==> src/rtl/vn_output_collector.sv <==
// vn_output_collector
// Captures up to two VN results per cycle from an edge adder switch into a
// first-word-fall-through FIFO, and drains one word per cycle downstream.
// The switch cannot be stalled. Excess results are dropped, and each drop is
// counted and flagged.
module vn_output_collector #(
  parameter int DATA_TYPE    = 32,
  parameter int DEPTH        = 16,
  parameter int AFULL_THRESH = 14,
  localparam int CNT_W       = $clog2(DEPTH) + 1
) (
  input  logic                   clk,
  input  logic                   rst,
  input  logic [2*DATA_TYPE-1:0] i_vn,
  input  logic [1:0]             i_vn_valid,
  input  logic                   i_clear,
  input  logic                   i_ready,
  output logic [DATA_TYPE-1:0]   o_data,
  output logic                   o_valid,
  output logic [CNT_W-1:0]       o_count,
  output logic                   o_almost_full,
  output logic                   o_overflow,
  output logic [15:0]            o_drop_cnt
);

  localparam int PTR_W = CNT_W - 1;

  logic [DATA_TYPE-1:0] mem_q [DEPTH];

  logic [PTR_W-1:0] wr_ptr_q, wr_ptr_d;
  logic [PTR_W-1:0] rd_ptr_q, rd_ptr_d;
  logic [CNT_W-1:0] count_q, count_d;
  logic             overflow_q, overflow_d;
  logic [15:0]      drop_cnt_q, drop_cnt_d;

  logic                 rd;
  logic [1:0]           n_w;
  logic [CNT_W-1:0]     space;
  logic [1:0]           acc;
  logic [1:0]           drop;
  logic                 we0, we1;
  logic [PTR_W-1:0]     wr_ptr_p1;
  logic [DATA_TYPE-1:0] wd0, wd1;
  logic [16:0]          drop_sum;

  // Decide how many lanes fit, then compute the next pointer, count and drop state.
  always_comb begin
    rd        = (count_q != '0) && i_ready && !i_clear;
    n_w       = {1'b0, i_vn_valid[0]} + {1'b0, i_vn_valid[1]};
    // A read in this cycle frees its slot for this cycle's writes.
    space     = CNT_W'(DEPTH) - count_q + CNT_W'(rd);
    acc       = 2'd0;
    if (CNT_W'(n_w) <= space)      acc = n_w;
    else if (space == CNT_W'(1))   acc = 2'd1;
    drop      = n_w - acc;
    // Lane0 goes first. A lone lane1 takes the lane0 slot.
    wd0       = i_vn_valid[0] ? i_vn[DATA_TYPE-1:0] : i_vn[2*DATA_TYPE-1:DATA_TYPE];
    wd1       = i_vn[2*DATA_TYPE-1:DATA_TYPE];
    we0       = rst && !i_clear && (acc != 2'd0);
    we1       = rst && !i_clear && (acc == 2'd2);
    wr_ptr_p1 = wr_ptr_q + PTR_W'(1);
    drop_sum  = {1'b0, drop_cnt_q} + 17'(drop);

    wr_ptr_d   = wr_ptr_q + PTR_W'(acc);
    rd_ptr_d   = rd_ptr_q + PTR_W'(rd);
    count_d    = count_q + CNT_W'(acc) - CNT_W'(rd);
    overflow_d = overflow_q | (drop != 2'd0);
    drop_cnt_d = drop_sum[16] ? 16'hFFFF : drop_sum[15:0];

    // A soft clear discards this cycle's traffic without counting it as dropped.
    if (i_clear) begin
      wr_ptr_d   = '0;
      rd_ptr_d   = '0;
      count_d    = '0;
      overflow_d = 1'b0;
      drop_cnt_d = '0;
    end
  end

  // Control state registers with synchronous active-low reset.
  always_ff @(posedge clk) begin
    if (!rst) begin
      wr_ptr_q   <= '0;
      rd_ptr_q   <= '0;
      count_q    <= '0;
      overflow_q <= 1'b0;
      drop_cnt_q <= '0;
    end else begin
      wr_ptr_q   <= wr_ptr_d;
      rd_ptr_q   <= rd_ptr_d;
      count_q    <= count_d;
      overflow_q <= overflow_d;
      drop_cnt_q <= drop_cnt_d;
    end
  end

  // Storage writes. The contents are not reset, because count gates visibility.
  always_ff @(posedge clk) begin
    if (we0) mem_q[wr_ptr_q]  <= wd0;
    if (we1) mem_q[wr_ptr_p1] <= wd1;
  end

  assign o_valid       = (count_q != '0);
  assign o_data        = o_valid ? mem_q[rd_ptr_q] : '0;
  assign o_count       = count_q;
  assign o_almost_full = (count_q >= CNT_W'(AFULL_THRESH));
  assign o_overflow    = overflow_q;
  assign o_drop_cnt    = drop_cnt_q;

endmodule

==> config.mk <==
export PLATFORM = sky130hd
export DESIGN_NAME = vn_output_collector
export DESIGN_NICKNAME = d
export VERILOG_FILES = /design/src/rtl/vn_output_collector.sv
export SDC_FILE = /design/constraint.sdc
export NUM_CORES = 1
export LEC_CHECK = 0
export ABC_AREA = 1
export CAP_MARGIN = 5
export CORE_MARGIN = 3
export CORE_UTILIZATION = 50
export CTS_CLUSTER_SIZE = 40
export DETAILED_ROUTE_END_ITERATION = 8
export GPL_TIMING_DRIVEN = 1
export PLACE_DENSITY_LB_ADDON = 0.3
export RECOVER_POWER = 100
export SKIP_LAST_GASP = 1
export SLEW_MARGIN = 0
export SYNTH_ARGS = -nofsm -noshare
export SYNTH_HDL_FRONTEND = slang
export SYNTH_SLANG_ARGS = --single-unit
==> constraint.sdc <==
create_clock -name clk -period 9.25 [get_ports clk]
set_clock_uncertainty 0.1 [all_clocks]
set_input_delay 1.85 -clock clk [delete_from_list [all_inputs] [get_ports clk]]
set_output_delay 1.85 -clock clk [all_outputs]
set_load 0.1 [all_outputs]
==> out/metrics.csv, run 1 <==
stage,metric,value,unit
grt,grt_max_degree,105,
grt,grt_pass1_vias,22700,
logic_synthesis,avgSynthCellArea,9.13,um2
power_and_ir_drop,p_sw,2.48,mW
power_and_ir_drop,swShare,36.5,%
setup_path,required,9330,ps
cts,cts_tree,built,
route,initialDrtViolationCount,2809,
cts,postCtsSetupRepairBufs,0,
route,met3_length,8.51,mm
final_layout,finalCoreUtilization,54.9,%
cts,cts_buffers,55,
run,cap_violations,16,
status,violations,"capacitance limit, slew limit",
floorplanning,core_area,56500,um2
route,avgViaCountPerCell,6.07,
timing,fin_tns_setup,0,ps
setup_path,cp_slowest_cell,nand2_1,
logic_synthesis,synth_cells,3133,
setup_path,reg2reg_depth,18,
grt,antenna_found_initial,3,
final_layout,nNetsFinal,3134,
cts,clockRootBuffer,clkbuf_16,
final_layout,layout-drive-gt1-share,5.29,%
power_and_ir_drop,peakVddDrop,0.343,mV
setup_path,end_kind,register,
power_and_ir_drop,combPwrFrac,27.9,%
route,m1WireLength,33.4,mm
timing,setup_viol,0,
timing,hold_viol,0,
power_and_ir_drop,p_clk_share,31.0,%
power_and_ir_drop,power_density,219,nW/um2
place,port_buffers,125,
logic_synthesis,synth.distinct_cells,34,
min_path,worstHoldStart,o_overflow,
cts,cts-hold-fix-buffers,0,
setup_path,crit_buf_inv,5,
timing,fin_crit,7730,ps
min_path,worstHoldPathCells,2,
setup_path,crit_path_max_incr_delay,1640,ps
setup_path,critPathMaxFanout,33,
floorplanning,die_area,60100,um2
cts,insertion_delay,600,ps
setup_path,r2r-end,mem_q[2][6],
final_layout,area_growth,8.50,%
route,dr.max_layer_used,met5,
timing,slew_viol_final,859,
floorplanning,die_h,245,um
floorplanning,io_pins,126,
cts,post_cts_resized,0,
route,wl_met2,41.7,mm
logic_synthesis,netlist_area,28600,um2
route,drtPass1Iterations,6,
setup_path,critPathKind,reg -> reg,
min_path,min_path_type,reg -> reg,
route,via_count,23300,
cts,cts.sink_count,542,
route,detail_route.drc_violations,0,
timing,max_freq,129,MHz
floorplanning,start_util,50.6,%
timing,slew-limit-headroom,-53.8,%
timing,rsz0062_at_grt,false,
logic_synthesis,synth_warnings,0,
place,gp_congestion,0.910,
route,drtAntennaViolNets,0,
logic_synthesis,seq_area_frac_synth,55.9,%
status,outcome,"complete, but fails checks",
power_and_ir_drop,p_leak,9.83,nW
floorplanning,die_w,245,um
grt,grt_overflow_total,0,
cts,path_clk_slew,60,ps
setup_path,path_cells,inv_1 > ha_1 > and3_1 > inv_1 > nand3_1 > ha_1 > inv_1 > ha_1 > inv_1 > ha_1 > nand2_1 > o21ai_0 > nor2_1 > nand3_4 > nand3_1 > nor2_4 > inv_1 > nand2_1,
setup_path,rrSetupSlack,1520,ps
timing,tightest_slew,2300,ps
min_path,hold_end,o_overflow,
grt,grt_usage,28.8,%
route,drt-total-wl,87.1,mm
setup_path,reg2reg_from,o_count[2],
logic_synthesis,synth_fp_nets,3227,
place,hpwlAfterDp,48.9,mm
grt,grt_pass1_wl,133,mm
cts,max-clock-path-buffers,3,
floorplanning,rows,87,
setup_path,worstPathArrival,7820,ps
setup_path,crit_family,simple AND/OR/NAND/NOR gates,
power_and_ir_drop,power.share.sequential,41.1,%
setup_path,crit_top_cell,inv_1,
logic_synthesis,ys_seq_elements,542,
timing,timing.final.crit_share,83.6,%
power_and_ir_drop,intPower,4.31,mW
route,avgRoutedWirePerCell,22.7,um
cts,cts-htree-levels,2,
setup_path,startpoint_type,register,
## area by class of cell
cell class	instances	area (um2)
Clock buffer	62	1400
Timing Repair Buffer	176	1600
Clock inverter	36	236
Antenna cell	2	5.00
Fill cell	4945	25500
Sequential cell	542	16000
Tap cell	756	946
Inverter	99	377
Multi-Input combinational cell	2166	10500
## worst register-to-register path, cell delays in order, from the launching register on
cell,delay (ps)
dfxtp_1,400
inv_1,120
ha_1,200
and3_1,1610
inv_1,210
nand3_1,200
ha_1,160
inv_1,60
ha_1,290
inv_1,50
ha_1,310
nand2_1,80
o21ai_0,80
nor2_1,110
nand3_4,100
nand3_1,1080
nor2_4,410
inv_1,70
nand2_1,1640
## layout by cell type, fill, tap and decap left out, types with 13 or more instances in the layout
cell and n:
a21oi_1 47, buf_4 38, clkbuf_16 55, clkbuf_2 13, clkdlybuf4s50_1 69, clkinv_1 22, dfxtp_1 26, dlygate4sd3_1 55
edfxtp_1 512, ha_1 21, inv_1 94, mux2i_1 25, nand2_1 564, nand3_1 102, nor2_1 435, nor2_4 16
o211ai_1 128, o21ai_0 769, o21ai_1 13
## registers in the layout, indices dropped and copies added, names as in the netlist
name and cells:
mem_q 512, o_count 5, o_drop_cnt 16, o_overflow 1, rd_ptr_q 4, wr_ptr_q 4
## cells by family (layout without fill, tap and decap cells)
logic type      after synthesis  count (layout)  share of synthesized area [%]
buf+inv                     425             373                           7.75
xor+xnor                     12              12                          0.367
fa+ha+maj                    24              24                           1.13
mux                          32              32                           1.12
simple gates               1140            1140                           15.9
compound gates              958             958                           17.9
other cells                   0               2                              0
flops                       542             542                           55.9
## per-stage QoR
stage / power (mW) / instances / hold slack (ps) / setup WS (ps) / cell area [um2]
finish: 6.79 / 3839 / 437 / 1520 / 31000
global route: 7.00 / 3837 / 474 / 1170 / 31000
CTS: 6.83 / 3833 / 430 / 2480 / 31100
detailed placement: 4.75 / 3735 / 416 / 2760 / 29400
global placement: 4.73 / 3735 / 401 / 3060 / 29400
floorplan: 4.22 / 3133 / 367 / 3180 / 28600
## per-layer routing
| layer | global-route usage [%] | vias to the layer above |
|---|---|---|
| met5 | 0 | - |
| met3 | 4.07 | 223 |
| met4 | 12.2 | 2 |
| li1 | - | 10600 |
| met1 | 38.0 | 11100 |
| met2 | 47.8 | 1348 |
## synth_stat cells
cell type | instances | area (um2)
inv_1 | 94 | 353
buf_2 | 72 | 360
and3_1 | 1 | 6.26
nand3_1 | 101 | 505
nor2_2 | 1 | 6.26
fa_1 | 3 | 60.1
edfxtp_1 | 512 | 15400
clkbuf_2 | 10 | 50.1
mux2i_1 | 32 | 320
inv_2 | 3 | 11.3
buf_12 | 1 | 20.0
a31oi_1 | 1 | 6.26
nand2_2 | 1 | 6.26
clkbuf_1 | 158 | 593
buf_1 | 12 | 45.0
nor2_4 | 10 | 113
buf_4 | 12 | 90.1
nand2_1 | 570 | 2140
o21ai_1 | 43 | 215
o21ai_0 | 739 | 3700
or2_2 | 1 | 6.26
xnor2_1 | 5 | 43.8
nand4_1 | 5 | 31.3
o211ai_1 | 128 | 961
nor2_1 | 441 | 1660
a21oi_1 | 47 | 235
nand3_4 | 2 | 35.0
nor3_1 | 5 | 25.0
xor2_1 | 7 | 61.3
buf_6 | 61 | 687
dfxtp_1 | 30 | 601
clkinv_1 | 2 | 7.51
nand3b_1 | 2 | 15.0
ha_1 | 21 | 263
## power by group through the flow
stage | sequential [mW] | combinational (mW) | clock [mW]
after floorplan | 2.90 | 1.32 | 0
after global placement | 2.84 | 1.89 | 0
after detailed placement | 2.84 | 1.91 | 0
after CTS | 2.79 | 1.92 | 2.12
after global routing | 2.79 | 1.99 | 2.21
final | 2.79 | 1.90 | 2.10
## worst max path at each step
stage | from | cells past startpoint | end
final | o_count[2] | 18 | mem_q[2][6]
after global routing | o_count[2] | 18 | mem_q[2][18]
after CTS | rd_ptr_q[0] | 6 | o_data[23]
after detailed placement | i_clear | 26 | o_drop_cnt[13]
after global placement | i_clear | 26 | o_drop_cnt[9]
after floorplan | o_count[2] | 30 | o_drop_cnt[9]
Power figures use the tool's default switching activity.
==> run 2, diff against run 1 <==
clock period = 7.03 ns   (was 9.25 ns; I/O delays follow)
==> run 2 against run 1 <==
Compared with the run above:
- the run still ends with capacitance limit, slew limit left
- sequential share of layout area shrank 0.23 points
- die area did not move
- sequential cell count did not move
- count of clock-buffer cells in the layout rose by 8
- via count up 0.38%
- utilization up 0.25 points
- design area increased by 0.46%
- power rose by 34%
- critical path depth decreased by 11
- non-clock buffer count up 6
- register-to-register slack lost 600 ps
- critical path type is now reg -> out
- largest power group unchanged
==> out/metrics.csv, run 2 (synthesis gave the netlist of run 1 again) <==
stage,metric,value,unit
floorplanning,die_h,245,um
floorplanning,io_pins,126,
place,port_buffers,125,
cts,max-clock-path-buffers,3,
cts,cts_tree,built,
route,detail_route.drc_violations,0,
grt,grt_pass1_vias,22500,
cts,insertion_delay,620,ps
timing,tightest_slew,1980,ps
floorplanning,die_w,245,um
cts,clockRootBuffer,clkbuf_16,
route,avgRoutedWirePerCell,23.0,um
route,drt-total-wl,88.5,mm
timing,slew_viol_final,919,
floorplanning,rows,87,
min_path,min_path_type,reg -> reg,
final_layout,largest_register_ffs,512,
final_layout,nNetsFinal,3141,
place,hpwlAfterDp,48.2,mm
setup_path,required,5520,ps
place,placed_cell_area,29500,um2
floorplanning,start_util,50.6,%
final_layout,layout-drive-gt1-share,5.76,%
final_layout,area_growth,8.99,%
status,violations,"capacitance limit, slew limit",
floorplanning,core_area,56500,um2
cts,cts_buffers,56,
power_and_ir_drop,peakVddDrop,0.507,mV
route,drtAntennaViolNets,0,
place,gp_congestion,0.866,
grt,grt_usage,29.0,%
timing,fin_tns_setup,0,ps
grt,antenna_found_initial,3,
timing,hold_viol,0,
setup_path,crit_path_max_incr_delay,1270,ps
final_layout,final_common_cell,o21ai_0,
cts,cts-htree-levels,2,
timing,slew-limit-headroom,-32.5,%
grt,grt_max_degree,167,
setup_path,cp_slowest_cell,dlygate4sd3_1,
route,avgViaCountPerCell,6.08,
timing,rsz0062_at_grt,false,
final_layout,final_cell_mix,"o21ai_0 (770), nand2_1 (563), edfxtp_1 (512)",
power_and_ir_drop,power_density,292,nW/um2
setup_path,startpoint_type,register,
setup_path,end_kind,output pin,
power_and_ir_drop,p_leak,9.93,nW
setup_path,crit_buf_inv,3,
cts,postCtsSetupRepairBufs,0,
route,drtPass1Iterations,7,
grt,grt_pass1_wl,133,mm
setup_path,critPathMaxFanout,126,
cts,cts-hold-fix-buffers,0,
final_layout,largest-register,mem_q,
cts,path_clk_slew,60,ps
run,cap_violations,18,
status,outcome,"complete, but fails checks",
route,via_count,23400,
timing,timing.final.crit_share,89.4,%
power_and_ir_drop,power,9.10,mW
timing,max_freq,159,MHz
final_layout,design_area,31200,um2
setup_path,worstPathArrival,4780,ps
setup_path,critPathKind,reg -> out,
route,initialDrtViolationCount,3016,
timing,fin_crit,6290,ps
cts,cts.sink_count,542,
timing,setup_viol,0,
setup_path,path_cells,inv_6 > clkbuf_1 > o21ai_0 > o211ai_1 > nand3_1 > a21oi_1 > dlygate4sd3_1,
grt,grt_overflow_total,0,
cts,post_cts_resized,0,
setup_path,crit_family,buffers and inverters,
floorplanning,die_area,60100,um2
## run 2: cell types whose count changed in the layout (fill, tap and decap cells not counted), sizes merged
cell	delta
clkdlybuf4s50	-1
clkinvlp	+1
dlygate4sd3	-5
clkinv	-4
clkbuf	+19
diode	-1
buf	+1
## run 2: power by group
part / internal [mW] / switching [mW]
Sequential: 3.62 / 0.0405
Combinational: 0.504 / 2.00
Clock: 1.66 / 1.28
Total: 5.78 / 3.32
## run 2: per-layer routing
| metal | GRT usage (%) | vias up | wire length (um) |
|---|---|---|---|
| li1 | - | 10700 | - |
| met2 | 47.5 | 1458 | 41200 |
| met3 | 4.48 | 256 | 9510 |
| met4 | 14.0 | 2 | 4540 |
| met5 | 0 | - | 8 |
| met1 | 37.9 | 11000 | 33200 |
## run 2: cell type report
class	instances	area (um2)
well taps	756	946
flip-flops and latches	542	16000
clock buffers	70	1540
diodes	1	2.50
clock inverters	33	240
multi-input cells	2166	10500
repair buffers	182	1620
inverters	99	377
fillers	4938	25300
## run 2: worst reg2reg max path, cell delays in order, from the launching register on
cell and delay [ps]:
dfxtp_1 550, inv_1 140, ha_1 250, and3_2 230
inv_1 60, nand3_1 90, ha_1 190, inv_1 100
ha_1 250, inv_1 70, ha_1 240, nand2_1 90
nand2_1 60, inv_1 50, nor2_1 60, nand3_4 60
nand3_1 1100, nor2_4 440, inv_1 80, nand2_1 1140
buf_4 440
## run 2: stage by stage
stage | util [%] | setup slack (ps) | hold slack [ps] | cells
global placement | 52.2 | 1300 | 390 | 3742
detailed placement | 52.2 | 1130 | 403 | 3742
global route | 55.2 | 551 | 456 | 3849
floorplan | - | 961 | 367 | 3133
CTS | 55.3 | 1290 | 417 | 3845
finish | 55.2 | 744 | 417 | 3849
## run 2: worst paths after layout
check	end	cells past startpoint	slack (ps)	startpoint
max	o_data[3]	7	740	rd_ptr_q[0]
min	wr_ptr_q[3]	1	420	wr_ptr_q[3]
max reg2reg	mem_q[6][2]	20	920	o_count[2]
min reg2reg	wr_ptr_q[3]	1	420	wr_ptr_q[3]
